### src/rtl/seq_add64_pkg.sv
// Shared definitions for the seq_add64 multi-cycle adder.
//   state_t      : FSM state encoding (IDLE/LO/HI/DONE)
//   HALF_W       : width of one half of the 64-bit operands
//   add_ovf()    : signed-overflow rule for an addition given the MSBs
package seq_add64_pkg;

  localparam int HALF_W = 32;

  typedef enum logic [1:0] {
    IDLE = 2'd0,
    LO   = 2'd1,
    HI   = 2'd2,
    DONE = 2'd3
  } state_t;

  // Signed overflow: both addends share a sign and the result sign differs.
  function automatic logic add_ovf(input logic a_msb, input logic b_msb,
                                   input logic s_msb);
    return (a_msb == b_msb) & (s_msb != a_msb);
  endfunction

endpackage

### src/rtl/seq_add64_rca32.sv
// RCA_32bit: 32-bit ripple-carry adder, purely combinational.
//   a, b : 32-bit addends
//   cin  : carry into bit 0
//   sum  : 32-bit sum
//   cout : carry out of bit 31
module RCA_32bit (
  input  logic [31:0] a,
  input  logic [31:0] b,
  input  logic        cin,
  output logic [31:0] sum,
  output logic        cout
);

  logic [32:0] carry_s;

  // Full-adder chain, bit 0 to bit 31.
  always_comb begin
    carry_s    = 33'd0;
    sum        = 32'd0;
    carry_s[0] = cin;
    for (int i = 0; i < 32; i++) begin
      sum[i]       = a[i] ^ b[i] ^ carry_s[i];
      carry_s[i+1] = (a[i] & b[i]) | (carry_s[i] & (a[i] ^ b[i]));
    end
  end

  assign cout = carry_s[32];

endmodule

### src/rtl/seq_add64.sv
// seq_add64: 64-bit add/subtract computed over two cycles on one RCA_32bit.
//   clk, rst            : clock, synchronous active-high reset
//   in_valid/in_ready   : operand handshake (a, b, sub)
//   out_valid/out_ready : result handshake (sum, cout, ovf)
//   sum                 : registered 64-bit result
//   cout                : carry out of bit 63 (subtract: 1 = no borrow)
//   ovf                 : signed overflow
// Parameter SUB_EN: 1 honours sub, 0 forces every operation to an add.
module seq_add64
  import seq_add64_pkg::*;
#(
  parameter bit SUB_EN = 1'b1
) (
  input  logic        clk,
  input  logic        rst,
  input  logic        in_valid,
  output logic        in_ready,
  input  logic [63:0] a,
  input  logic [63:0] b,
  input  logic        sub,
  output logic        out_valid,
  input  logic        out_ready,
  output logic [63:0] sum,
  output logic        cout,
  output logic        ovf
);

  state_t                state_r;
  logic   [63:0]         a_r;
  logic   [63:0]         b_r;
  logic                  op_r;
  logic                  c_r;

  logic   [HALF_W-1:0]   add_a_s;
  logic   [HALF_W-1:0]   add_b_s;
  logic                  add_cin_s;
  logic   [HALF_W-1:0]   add_sum_s;
  logic                  add_cout_s;
  logic                  accept_s;

  // A finished result may be replaced in the same cycle it is consumed.
  assign in_ready = (state_r == IDLE) | ((state_r == DONE) & out_ready);
  assign accept_s = in_valid & in_ready;

  // Steer one operand half into the shared adder; subtract uses ~b + 1.
  always_comb begin
    add_a_s   = {HALF_W{1'b0}};
    add_b_s   = {HALF_W{1'b0}};
    add_cin_s = 1'b0;
    case (state_r)
      LO: begin
        add_a_s   = a_r[HALF_W-1:0];
        add_b_s   = b_r[HALF_W-1:0] ^ {HALF_W{op_r}};
        add_cin_s = op_r;
      end
      HI: begin
        add_a_s   = a_r[63:HALF_W];
        add_b_s   = b_r[63:HALF_W] ^ {HALF_W{op_r}};
        add_cin_s = c_r;
      end
      default: begin
        add_a_s   = {HALF_W{1'b0}};
        add_b_s   = {HALF_W{1'b0}};
        add_cin_s = 1'b0;
      end
    endcase
  end

  RCA_32bit u_rca (
    .a    (add_a_s),
    .b    (add_b_s),
    .cin  (add_cin_s),
    .sum  (add_sum_s),
    .cout (add_cout_s)
  );

  // Sequencing FSM plus operand, carry and result registers.
  always_ff @(posedge clk) begin
    if (rst) begin
      state_r   <= IDLE;
      a_r       <= 64'd0;
      b_r       <= 64'd0;
      op_r      <= 1'b0;
      c_r       <= 1'b0;
      sum       <= 64'd0;
      cout      <= 1'b0;
      ovf       <= 1'b0;
      out_valid <= 1'b0;
    end else begin
      case (state_r)
        IDLE: begin
          out_valid <= 1'b0;
          if (accept_s) begin
            a_r     <= a;
            b_r     <= b;
            op_r    <= sub & SUB_EN;
            state_r <= LO;
          end else begin
            state_r <= IDLE;
          end
        end
        LO: begin
          sum[HALF_W-1:0] <= add_sum_s;
          c_r             <= add_cout_s;
          state_r         <= HI;
        end
        HI: begin
          sum[63:HALF_W] <= add_sum_s;
          cout           <= add_cout_s;
          // add_b_s[HALF_W-1] is bit 63 of the (possibly inverted) b operand.
          ovf            <= add_ovf(a_r[63], add_b_s[HALF_W-1], add_sum_s[HALF_W-1]);
          out_valid      <= 1'b1;
          state_r        <= DONE;
        end
        DONE: begin
          if (out_ready) begin
            out_valid <= 1'b0;
            if (in_valid) begin
              a_r     <= a;
              b_r     <= b;
              op_r    <= sub & SUB_EN;
              state_r <= LO;
            end else begin
              state_r <= IDLE;
            end
          end else begin
            state_r <= DONE;
          end
        end
        default: begin
          state_r   <= IDLE;
          out_valid <= 1'b0;
        end
      endcase
    end
  end

endmodule

### config.mk
export PLATFORM = sky130hd
export DESIGN_NAME = seq_add64
export DESIGN_NICKNAME = d
export VERILOG_FILES = /design/src/rtl/seq_add64_pkg.sv /design/src/rtl/seq_add64_rca32.sv /design/src/rtl/seq_add64.sv
export SDC_FILE = /design/constraint.sdc
export NUM_CORES = 1
export LEC_CHECK = 0
export ABC_AREA = 1
export CAP_MARGIN = 20
export CORE_UTILIZATION = 45
export DETAILED_ROUTE_END_ITERATION = 10
export GPL_TIMING_DRIVEN = 0
export PLACE_DENSITY = 0.82
export SLEW_MARGIN = 10
export SYNTH_ARGS = -nofsm -noshare
export SYNTH_HDL_FRONTEND = slang
export SYNTH_SLANG_ARGS = --single-unit
### constraint.sdc
create_clock -name clk -period 16 [get_ports clk]
set_clock_uncertainty 0.1 [all_clocks]
set_input_delay 4.8 -clock clk [delete_from_list [all_inputs] [get_ports clk]]
set_output_delay 4.8 -clock clk [all_outputs]
set_load 0.01 [all_outputs]
==> summary.md <==
| Metric | Value |
|---|---|
| Outcome | `finished clean` |
| Global route overflow | `0` |
| Post-CTS setup buffer count | `0` |
| Clock buffer depth | `2` |
| Main combinational cell family by area after synthesis | `compound AO/OA/AOI/OAI gates` |
| Slack of the worst reg-to-reg path | `2180 ps` |
| Worst path arrival time | `14070 ps` |
| XOR/XNOR share of the synthesized area | `0%` |
| Beginning of the worst register-to-register path | `state_r[0]$_SDFF_PP0_` |
| Number of gates resized after cts | `0` |
| Most common cell on crit path | `sky130_fd_sc_hd__fa_1` |
| Depth of the critical timing path with buffers and inverters included | `47` |
| Average wire length per cell after detail routing | `17.3 microns` |
| Average footprint of a synthesized cell | `8.12 sq um` |
| Area added between synthesis and finish | `31.7%` |
| Residual DRC | `0` |
| Pre-CTS WS | `2310 ps` |
| Yosys Warn Count | `0` |
| Number of max-slew violations in the final report | `0` |
| Count of vias placed by the detailed router | `8812` |
| Sum of net half-perimeters after detailed placement | `21600 microns` |
| First-pass GRT wire length | `43600 microns` |
| Worst hold-check path type | `flop to flop` |
| Transition at the pin with the smallest max-transition slack | `748 ps` |
| Max Clock Freq | `72.4 MHz` |
| Final wirelength | `28200 microns` |
| Fraction of the mapped netlist area in compound gates | `24.1%` |
| Placeable core region | `19800 sq um` |
| GPL Wtd Cong | `0.900` |
| Largest fanout of any net on the critical path | `10` |
| DR pass1 iterations | `5` |
| Number of antenna violations at the first check in global routing | `0` |
| Post-synth net total | `1304` |
| Crit path launch | `state_r[0]$_SDFF_PP0_` |
| Unrepaired setup endpoints after global routing | `false` |
| Hold_buf cts | `0` |
| Layout cell share with drive strength beyond 1 | `9.30%` |
| Final critical delay including setup and external delays | `13820 ps` |
| Sequential power share | `43.3%` |
| Worst Reg2Reg Path Length in Cells | `47` |
| Total Power | `1.28 mW` |
| Vias in the first global route | `8299` |
| Die height | `145 microns` |
| Internal Dissipation | `891 uW` |
| Switch Pwr | `392 uW` |
| CTS tree | `built` |
| Power per unit of standard cell area | `106 nW/um^2` |
| Total die area | `21100 sq um` |
| DRC violation total after the first TritonRoute iteration | `810` |
| Worst-Skew Late Latency | `450 ps` |
| Die width | `145 microns` |
| Comb pwr share | `22.2%` |
| Slew Limit Headroom | `50.1%` |
| Total clock buffers created by CTS | `17` |
| Clock transition at the registers of the reported paths | `70 ps` |
| H-tree Lvls | `4` |
| Yosys reg bits | `199` |
| Endpoints failing setup | `0` |
| Number of diodes | `0` |
| Capture point of the critical path | `ovf$_SDFFE_PP0P_` |
| Leakage Power | `4.25 nW` |
| Net count reported at finish | `1522` |
| Net Sw Frac | `30.6%` |
| Port Buffer Count | `199` |
| Post-synthesis cell type count | `24` |
| Worst path top cell family by delay | `adder cells` |
| Terminus of the critical flop-to-flop path | `ovf$_SDFFE_PP0P_` |
| Critical path's slowest cell | `sky130_fd_sc_hd__fa_1` |
| Top cells by area in the synthesized netlist | `sky130_fd_sc_hd__dfxtp_1, sky130_fd_sc_hd__nand2_1, sky130_fd_sc_hd__a211oi_2` |
| Number of cell rows | `51` |
| Simple logic cell fraction of the synthesized area | `17.4%` |
| Multiplexer share of the synthesized area | `0%` |
| Critical path required time | `16250 ps` |
| Number of clock sinks | `199` |
| Largest net degree at the start of global routing | `19` |
| VDD IR max | `87.0 uV` |
| Residual antenna-violating net count after detailed routing | `0` |
| Accumulated negative setup slack | `0 ps` |
| Kind of critical path | `flop to flop` |
| Share of the synthesized area in the top cell type | `43.2%` |
| DP Cell Count | `1599` |
| Nature of the critical path startpoint | `flop` |
| Effective utilization at floorplan | `46.6%` |
| Count of placed standard cells in the final layout, fillers left out | `1631` |
| Mapped Cells | `1135` |
| Utilization after layout | `61.4%` |
| Buffers plus inverters on the worst setup path | `7` |
| Kind of end point of the critical path | `flop` |
| Maximum Capacitance Violations | `0` |
| Final Hold Vio Count | `0` |
| Final WS setup | `2180 ps` |
| Ratio of final minimum period to clock period | `86.4%` |
| Power share of the clock group | `34.6%` |
| Tot GR Track Use | `26.7%` |
| Clock root cell | `sky130_fd_sc_hd__clkbuf_16` |
| Mapped cell area | `9220 sq um` |
| Fraction of the yosys area taken by sequential cells | `43.2%` |
| Area share of fa/ha/maj cells after synthesis | `7.49%` |
| Delay contributed by the slowest stage of the critical path | `500 ps` |
| Routed via count divided by cell count | `5.40` |
| Count of pins on the block boundary | `201` |
| Area leader, netlist | `sky130_fd_sc_hd__dfxtp_1` |
-- power by group through the flow --
stage,clock network (mW),registers (mW),logic (mW)
3_3_place_gp,0,0.564,0.274
4_1_cts,0.443,0.555,0.281
3_5_place_dp,0,0.566,0.279
2_1_floorplan,0,0.565,0.164
6_report,0.443,0.555,0.284
5_1_grt,0.466,0.559,0.309
-- cell usage in the layout, fill, tap and decap left out --
master,count
sky130_fd_sc_hd__a211oi_1,31
sky130_fd_sc_hd__a211oi_2,60
sky130_fd_sc_hd__a21o_1,13
sky130_fd_sc_hd__a21oi_1,146
sky130_fd_sc_hd__buf_1,6
sky130_fd_sc_hd__buf_2,20
sky130_fd_sc_hd__buf_4,12
sky130_fd_sc_hd__buf_6,1
sky130_fd_sc_hd__bufinv_16,2
sky130_fd_sc_hd__clkbuf_1,59
sky130_fd_sc_hd__clkbuf_16,17
sky130_fd_sc_hd__clkbuf_8,1
sky130_fd_sc_hd__clkdlybuf4s50_1,199
sky130_fd_sc_hd__clkinv_1,3
sky130_fd_sc_hd__clkinv_2,1
sky130_fd_sc_hd__clkinv_4,1
sky130_fd_sc_hd__clkinvlp_4,3
sky130_fd_sc_hd__dfxtp_1,199
sky130_fd_sc_hd__fa_1,32
sky130_fd_sc_hd__ha_1,4
sky130_fd_sc_hd__inv_1,68
sky130_fd_sc_hd__inv_2,1
sky130_fd_sc_hd__inv_6,6
sky130_fd_sc_hd__inv_8,1
sky130_fd_sc_hd__nand2_1,234
sky130_fd_sc_hd__nand2_4,1
sky130_fd_sc_hd__nand3_1,72
sky130_fd_sc_hd__nand4_1,1
sky130_fd_sc_hd__nor2_1,94
sky130_fd_sc_hd__o21a_1,1
sky130_fd_sc_hd__o21ai_0,44
sky130_fd_sc_hd__o21ai_1,19
sky130_fd_sc_hd__o22ai_1,14
-- worst register-to-register path, delay by kind of cell (launching register included) --
| family | cells | cell delay (ps) |
|---|---|---|
| fa+ha+maj | 33 | 11590 |
| buf+inv | 7 | 870 |
| compound gates | 3 | 440 |
| flops | 1 | 370 |
| simple gates | 4 | 330 |
-- cell type report --
class	instances	area [sq um]
fill	1692	7640
multi-input combinational	766	4520
buffer	98	445
sequential	199	3980
clock inverter	14	160
clock buffer	18	439
timing repair buffer	199	1990
tap	265	332
inverter	72	270
-- registers in the layout, summed over array words and instances (netlist names) --
name       flops
a_r           64
b_r           64
c_r            1
cout           1
op_r           1
out_valid      1
ovf            1
state_r        2
sum           64
-- through the flow --
step	hold WS (ps)	area, sq um
6_report	356	12100
2_1_floorplan	336	9220
3_3_place_gp	344	11500
4_1_cts	359	12100
3_5_place_dp	350	11500
5_1_grt	374	12100
-- synthesized netlist by cell type --
library cell,n
sky130_fd_sc_hd__a211oi_1,31
sky130_fd_sc_hd__nand2_1,234
sky130_fd_sc_hd__inv_2,1
sky130_fd_sc_hd__a211oi_2,60
sky130_fd_sc_hd__nand4_1,1
sky130_fd_sc_hd__buf_1,6
sky130_fd_sc_hd__nand3_1,72
sky130_fd_sc_hd__ha_1,4
sky130_fd_sc_hd__nor2_1,94
sky130_fd_sc_hd__o21ai_0,44
sky130_fd_sc_hd__buf_4,12
sky130_fd_sc_hd__o21a_1,1
sky130_fd_sc_hd__o21ai_1,19
sky130_fd_sc_hd__buf_6,1
sky130_fd_sc_hd__clkinv_1,3
sky130_fd_sc_hd__fa_1,32
sky130_fd_sc_hd__dfxtp_1,199
sky130_fd_sc_hd__o22ai_1,14
sky130_fd_sc_hd__buf_2,20
sky130_fd_sc_hd__inv_1,68
sky130_fd_sc_hd__nand2_4,1
sky130_fd_sc_hd__a21o_1,13
sky130_fd_sc_hd__clkbuf_1,59
sky130_fd_sc_hd__a21oi_1,146
-- how the worst min path moves through the flow --
stage / start / to / slack, ps / cells past startpoint
6_report: b_r[20]$_SDFFE_PP0P_ / b_r[20]$_SDFFE_PP0P_ / 360 / 2
5_1_grt: b_r[26]$_SDFFE_PP0P_ / b_r[26]$_SDFFE_PP0P_ / 370 / 2
4_1_cts: b_r[20]$_SDFFE_PP0P_ / b_r[20]$_SDFFE_PP0P_ / 360 / 2
3_5_place_dp: b_r[20]$_SDFFE_PP0P_ / b_r[20]$_SDFFE_PP0P_ / 350 / 2
3_3_place_gp: b_r[25]$_SDFFE_PP0P_ / b_r[25]$_SDFFE_PP0P_ / 340 / 2
2_1_floorplan: b_r[18]$_SDFFE_PP0P_ / b_r[18]$_SDFFE_PP0P_ / 340 / 2
-- layer usage --
metal | track usage (%) | vias up | wire length, microns
li1 | - | 4235 | -
met1 | 35.6 | 4107 | 12100
met2 | 42.4 | 411 | 13000
met3 | 5.22 | 59 | 2330
met4 | 10.5 | 0 | 823
met5 | 0 | - | 0
-- kinds of logic after synthesis --
logic type | count (synthesis)
and+or+nand+nor | 402
adders and majority gates | 36
DFF | 199
buffers and inverters | 170
AOI/OAI and AO/OA | 328
Power figures use the tool's default switching activity.
